[src/rtl/ram_arbiter_pkg.sv]
// Shared types and constants for the two-port data RAM arbiter.
package ram_arbiter_pkg;

    // Tag of the access granted in the previous cycle: which port, if any,
    // expects read data this cycle.
    typedef enum logic [1:0] {
        IDLE = 2'd0,
        RD_A = 2'd1,
        RD_B = 2'd2
    } resp_state_t;

    // Port identifiers used to steer the granted request onto the RAM bus.
    localparam logic PORT_A = 1'b0;
    localparam logic PORT_B = 1'b1;

endpackage

[src/rtl/ram_arb_starve_cnt.sv]
// Saturating count of consecutive cycles in which port B asked and was refused.
// Once the count reaches MAX_WAIT, port B gets priority over port A.
module ram_arb_starve_cnt #(
    parameter int MAX_WAIT = 4
) (
    input  logic clk,
    input  logic reset,
    input  logic b_req,
    input  logic b_gnt,
    output logic starved
);

    localparam int CW = $clog2(MAX_WAIT + 1);
    localparam logic [CW-1:0] SAT = CW'(MAX_WAIT);

    logic [CW-1:0] count;

    // Count refused B cycles; any B grant or idle B cycle restarts the count.
    always_ff @(posedge clk or posedge reset) begin
        // NOTE: sequential state uses non-blocking assignments so every flop
        // samples values from before the edge, independent of block order.
        if (reset) begin
            count <= '0;
        end else if (!b_req || b_gnt) begin
            count <= '0;
        end else if (count != SAT) begin
            count <= count + 1'b1;
        end
    end

    assign starved = (count == SAT);

endmodule

[src/rtl/ram_arbiter.sv]
// Arbiter sharing one single-port RAM between the CPU data port (A) and a
// secondary master (B). One access per cycle, A has priority unless B has
// been starved; read data returns one cycle after the grant to its issuer.
module ram_arbiter
    import ram_arbiter_pkg::*;
#(
    parameter int ADDR_WIDTH = 16,
    parameter int DATA_WIDTH = 16,
    parameter int DEPTH      = 32768,
    parameter int MAX_WAIT   = 4
) (
    input  logic                  clk,
    input  logic                  reset,
    input  logic                  a_req,
    input  logic                  a_we,
    input  logic [ADDR_WIDTH-1:0] a_addr,
    input  logic [DATA_WIDTH-1:0] a_wdata,
    input  logic                  b_req,
    input  logic                  b_we,
    input  logic [ADDR_WIDTH-1:0] b_addr,
    input  logic [DATA_WIDTH-1:0] b_wdata,
    output logic                  a_gnt,
    output logic                  b_gnt,
    output logic                  a_rvalid,
    output logic                  b_rvalid,
    output logic [DATA_WIDTH-1:0] a_rdata,
    output logic [DATA_WIDTH-1:0] b_rdata,
    output logic                  a_err,
    output logic                  b_err,
    output logic [ADDR_WIDTH-1:0] ram_address,
    output logic [DATA_WIDTH-1:0] ram_in,
    output logic                  ram_load,
    input  logic [DATA_WIDTH-1:0] ram_out
);

    logic                  starved;
    logic                  sel_port;
    logic                  granted;
    logic [ADDR_WIDTH-1:0] gnt_addr;
    logic [DATA_WIDTH-1:0] gnt_wdata;
    logic                  gnt_we;
    logic                  in_range;
    logic [ADDR_WIDTH-1:0] addr_q;
    logic [DATA_WIDTH-1:0] wdata_q;
    logic                  oor_q;
    resp_state_t           state;
    resp_state_t           next_state;

    ram_arb_starve_cnt #(
        .MAX_WAIT (MAX_WAIT)
    ) u_starve_cnt (
        .clk     (clk),
        .reset   (reset),
        .b_req   (b_req),
        .b_gnt   (b_gnt),
        .starved (starved)
    );

    // Grant decision: starved B first, then A, then B; nothing during reset.
    always_comb begin
        // NOTE: every output of a combinational block gets a default first,
        // so no path leaves a value unassigned and no latch is inferred.
        a_gnt = 1'b0;
        b_gnt = 1'b0;
        if (!reset) begin
            if (b_req && starved) begin
                b_gnt = 1'b1;
            end else if (a_req) begin
                a_gnt = 1'b1;
            end else if (b_req) begin
                b_gnt = 1'b1;
            end
        end
    end

    assign sel_port  = b_gnt ? PORT_B : PORT_A;
    assign granted   = a_gnt | b_gnt;
    assign gnt_addr  = (sel_port == PORT_B) ? b_addr  : a_addr;
    assign gnt_wdata = (sel_port == PORT_B) ? b_wdata : a_wdata;
    assign gnt_we    = (sel_port == PORT_B) ? b_we    : a_we;
    assign in_range  = ({1'b0, gnt_addr} < (ADDR_WIDTH + 1)'(DEPTH));

    // The RAM bus follows the granted request and otherwise holds its last value.
    assign ram_address = granted ? gnt_addr  : addr_q;
    assign ram_in      = granted ? gnt_wdata : wdata_q;
    assign ram_load    = granted & gnt_we & in_range;

    // Remember the last granted address/data so the bus is stable when idle.
    always_ff @(posedge clk or posedge reset) begin
        if (reset) begin
            addr_q  <= '0;
            wdata_q <= '0;
        end else if (granted) begin
            addr_q  <= gnt_addr;
            wdata_q <= gnt_wdata;
        end
    end

    // Response tag register plus the out-of-range flag and error pulses.
    always_ff @(posedge clk or posedge reset) begin
        if (reset) begin
            state <= IDLE;
            oor_q <= 1'b0;
            a_err <= 1'b0;
            b_err <= 1'b0;
        end else begin
            state <= next_state;
            oor_q <= granted & ~in_range;
            a_err <= a_gnt & ~in_range;
            b_err <= b_gnt & ~in_range;
        end
    end

    // Next tag from this cycle's read grant; route read data to the tagged port.
    always_comb begin
        next_state = IDLE;
        a_rvalid   = 1'b0;
        b_rvalid   = 1'b0;
        a_rdata    = '0;
        b_rdata    = '0;

        if (a_gnt && !a_we) begin
            next_state = RD_A;
        end else if (b_gnt && !b_we) begin
            next_state = RD_B;
        end

        case (state)
            RD_A: begin
                a_rvalid = 1'b1;
                a_rdata  = oor_q ? '0 : ram_out;
            end
            RD_B: begin
                b_rvalid = 1'b1;
                b_rdata  = oor_q ? '0 : ram_out;
            end
            default: ;
        endcase
    end

endmodule
[config.mk]
export PLATFORM = sky130hd
export DESIGN_NAME = ram_arbiter
export DESIGN_NICKNAME = d
export VERILOG_FILES = /design/src/rtl/ram_arbiter_pkg.sv /design/src/rtl/ram_arb_starve_cnt.sv /design/src/rtl/ram_arbiter.sv
export SDC_FILE = /design/constraint.sdc
export NUM_CORES = 1
export LEC_CHECK = 0
export CORE_MARGIN = 2
export CORE_UTILIZATION = 25
export CTS_CLUSTER_SIZE = 28
export DETAILED_ROUTE_END_ITERATION = 8
export DONT_BUFFER_PORTS = 1
export PLACE_DENSITY = 0.38
export SLEW_MARGIN = 10
export SYNTH_ARGS = -nofsm -noshare
export SYNTH_HDL_FRONTEND = slang
export SYNTH_HIERARCHICAL = 1
export SYNTH_SLANG_ARGS = --single-unit
[constraint.sdc]
create_clock -name clk -period 3.1 [get_ports clk]
set_input_delay 0.62 -clock clk [delete_from_list [all_inputs] [get_ports clk]]
set_output_delay 0.62 -clock clk [all_outputs]
set_load 0.02 [all_outputs]
==> summary.md <==
| Metric | Value |
|---|---|
| Site Rows | `34` |
| Grt ovf | `0` |
| Status | `finished clean` |
| Via density | `approximately 5.0` |
| Antenna Cells | `0` |
| Die extent in y | `98.7 um` |
| RSZ-0062 raised after global routing | `false` |
| Seq/Total Area, Yosys | `44.6%` |
| Maxcap violations | `0` |
| Pre-Repair DR Iteration Count | `4` |
| Final hold vios | `0` |
| CP Class | `register to primary output` |
| CTS root buf | `clkbuf_8` |
| Syn_nets | `366` |
| CP max FO | `21` |
| Die Area | `9740 um2` |
| Power Dens Cells | `561 nW/um2` |
| Largest net degree at the start of global routing | `38` |
| DRC errors left | `0` |
| First-pass GRT wire length | `9.97 mm` |
| Leakage | `just over 1 nW` |
| Remaining antenna violation count after routing | `0` |
| Core area | `8720 um2` |
| Vias in the first global route | `roughly 1900` |
| Yosys cell types | `28` |
| Clock Pin Slew Worst Setup and Hold Paths | `about 0.08 ns` |
| Die X | `~100 um` |
| Startpoint Class | `register` |
| Mapped cell area | `2240 um2` |
| Post-Syn Instances | `278` |
| Initial cell density of the core | `25.7%` |
| IO Port Bufs | `0` |
| Final setup fails | `0` |
| Setup TNS | `0 ns` |
| Total GRT Usage | `between 10% and 20%` |
| Worst setup EP type | `primary output` |
| Setup WS pre-CTS | `0.530 ns` |
| GR Layer Usage met3 | `4.11%` |
| Total power | `1.41 mW` |
| Final min period | `between 2 and 3 ns` |
| Mean post-synth cell area | `between 8 and 9 um2` |
| Met2 global-route usage | `20.4%` |
| Worst reg2reg startpoint | `u_starve_cnt/count[0]$_DFFE_PP0P_` |
| H-tree levels | `2` |
| Routability congestion estimate | `0.712` |
| Final core occ | `28.8%` |
| Cell Area, Placed | `between 2000 and 2500 um2` |
| Arr. time, crit path | `2.25 ns` |
| Cells after DPL | `378` |
| CTS tree | `built` |
| Drt initial violations | `79` |
| Worst vdd ir | `0.000252 V` |
| CTS Buf Count | `5` |
| Final Slew Violations | `0` |
| Post-Layout Cell Count | `386` |
| CP required | `2.48 ns` |
| R2R Path End | `wdata_q[2]$_DFF_PP0_` |
| Nets | `between 300 and 400` |
| Max-slew headroom | `57.5%` |
| DP Wirelength | `4.52 mm` |
| R2R setup slack | `0.99 ns` |
| Clock Latency Late Sink | `~0.29 ns` |
| P&R area growth vs syn | `12.2%` |
| Ys Warns | `6` |
| PnR worst setup slack | `0.231 ns` |
| GR Util met1 | `16.9%` |
| Hold buffer count at CTS | `0` |
| Reg2reg path depth | `7` |
| Post-CTS Setup Repair Bufs | `0` |
| CP Capture Point | `ram_load` |
| Worst Max-Slew Pin Slew | `0.634 ns` |
| Final WL | `between 6 and 7 mm` |
| Clk sinks | `40` |
| # IOs | `157` |
| Gr busiest metal | `met2` |
| Synthesis-stage register bit count | `40` |
| Routed len/inst | `16.6 um` |
| Final hold slack | `0.0849 ns` |
| Crit. Startpoint | `u_starve_cnt/count[0]$_DFFE_PP0P_` |
| Tcrit/Tclk final | `92.5%` |
| Layout cells sized above 1 | `12.9%` |
| Clk_skew | `0.0100 ns` |
| Vias | `1920` |
| Fmax | `349 MHz` |
| Max Root-Sink Buffers | `2` |
| Antenna violations before repair | `0` |
| Hold crit path type | `input pin to async pin` |
| Post-layout instance area | `2510 um2` |
[critical path, stage by stage, from the launching register on]
cell and delay, ns:
dfrtp_1 0.41, inv_1 0.08, ha_2 0.22, and2_2 0.20, nor2b_4 0.04, buf_4 0.20
or4b_1 0.51, a21oi_1 0.14, buf_4 0.16
[report_power, final]
group	internal [mW]	switching, mW	leakage, nW	total, mW
logic	0.0991	0.233	0.497	0.332
registers	0.584	0.0223	0.462	0.606
clock network	0.284	0.188	0.0645	0.472
[synthesized netlist by cell type]
master | instances | area [um2]
and2_2 | 1 | 7.51
a221o_1 | 1 | 10.0
a31oi_1 | 31 | 194
a21o_2 | 1 | 8.76
nor2b_4 | 1 | 13.8
nor2_1 | 66 | 248
nor3_2 | 1 | 10.0
o21ai_1 | 10 | 50.1
a21oi_1 | 3 | 15.0
nor3b_2 | 1 | 12.5
a21o_1 | 1 | 7.51
o21ba_2 | 1 | 10.0
buf_6 | 2 | 22.5
nand3_1 | 33 | 165
clkbuf_1 | 13 | 48.8
inv_1 | 6 | 22.5
ha_1 | 2 | 25.0
o21ai_0 | 23 | 115
nor2b_1 | 1 | 6.26
buf_2 | 11 | 55.1
and3b_1 | 1 | 8.76
buf_4 | 1 | 7.51
nor3_1 | 2 | 10.0
dfrtp_1 | 40 | 1000
a21bo_2 | 2 | 20.0
nand2b_1 | 21 | 131
or4b_1 | 1 | 10.0
and2_1 | 1 | 6.26
[metal layers]
| metal | part of all wire [%] | wire, um |
|---|---|---|
| met4 | 0.45 | 29 |
| met1 | 44 | 2820 |
| met5 | 0 | 0 |
| met3 | 8.3 | 530 |
| met2 | 47 | 3020 |
[kinds of logic after synthesis]
family,Yosys count,share of synthesized area [%]
AND/OR/NAND/NOR,130,28.1
adder cells (fa/ha/maj),2,1.12
buffers and inverters,33,6.98
flip-flops,40,44.6
AO/OA/AOI/OAI,73,19.2
[registers in the layout, summed over array words and instances (netlist names)]
register / cells
state: 2
a_err: 1
wdata_q: 16
oor_q: 1
b_err: 1
addr_q: 16
u_starve_cnt/count: 3
[area by class of cell]
cell class                 instances  area, um2
fill                             939       6210
multi-input combinational        205       1090
sequential                        40       1000
timing repair buffer              19        143
tap                              108        135
clock buffer                       7       96.3
clock inverter                     1       30.0
inverter                           6       22.5
[timing repair]
item / CTS / global route
hold endpoints to repair: 0 / 0
setup endpoints to repair: 0 / 1
resized for setup: 0 / 1
[worst min path at each step]
stage          start                                end  slack, ns  cells past startpoint
3_5_place_dp   reset  u_starve_cnt/count[2]$_DFFE_PP0P_       0.40                      1
3_3_place_gp   reset  u_starve_cnt/count[2]$_DFFE_PP0P_       0.39                      1
2_1_floorplan  reset  u_starve_cnt/count[0]$_DFFE_PP0P_       0.37                      1
6_report       reset  u_starve_cnt/count[0]$_DFFE_PP0P_       0.08                      1
5_1_grt        reset  u_starve_cnt/count[0]$_DFFE_PP0P_       0.07                      1
4_1_cts        reset  u_starve_cnt/count[0]$_DFFE_PP0P_       0.08                      1
[layout by cell type, fill, tap and decap left out]
cell type / instances
a221o_1: 1
and2_1: 1
a21o_2: 1
clkbuf_8: 7
nand3_1: 33
bufinv_16: 1
nor3_2: 1
o21ai_0: 23
a21o_1: 1
nor3_1: 2
and2_2: 1
nand2b_1: 21
nor2_1: 66
ha_1: 1
buf_4: 19
dfrtp_1: 40
nor2b_1: 1
o21ba_2: 1
and3b_1: 1
a21bo_2: 2
nor3b_2: 1
a31oi_1: 31
a21oi_1: 3
o21ai_1: 10
nor2b_4: 1
or4b_1: 1
ha_2: 1
inv_1: 6
No activity file was read; power rests on OpenSTA's default activity.
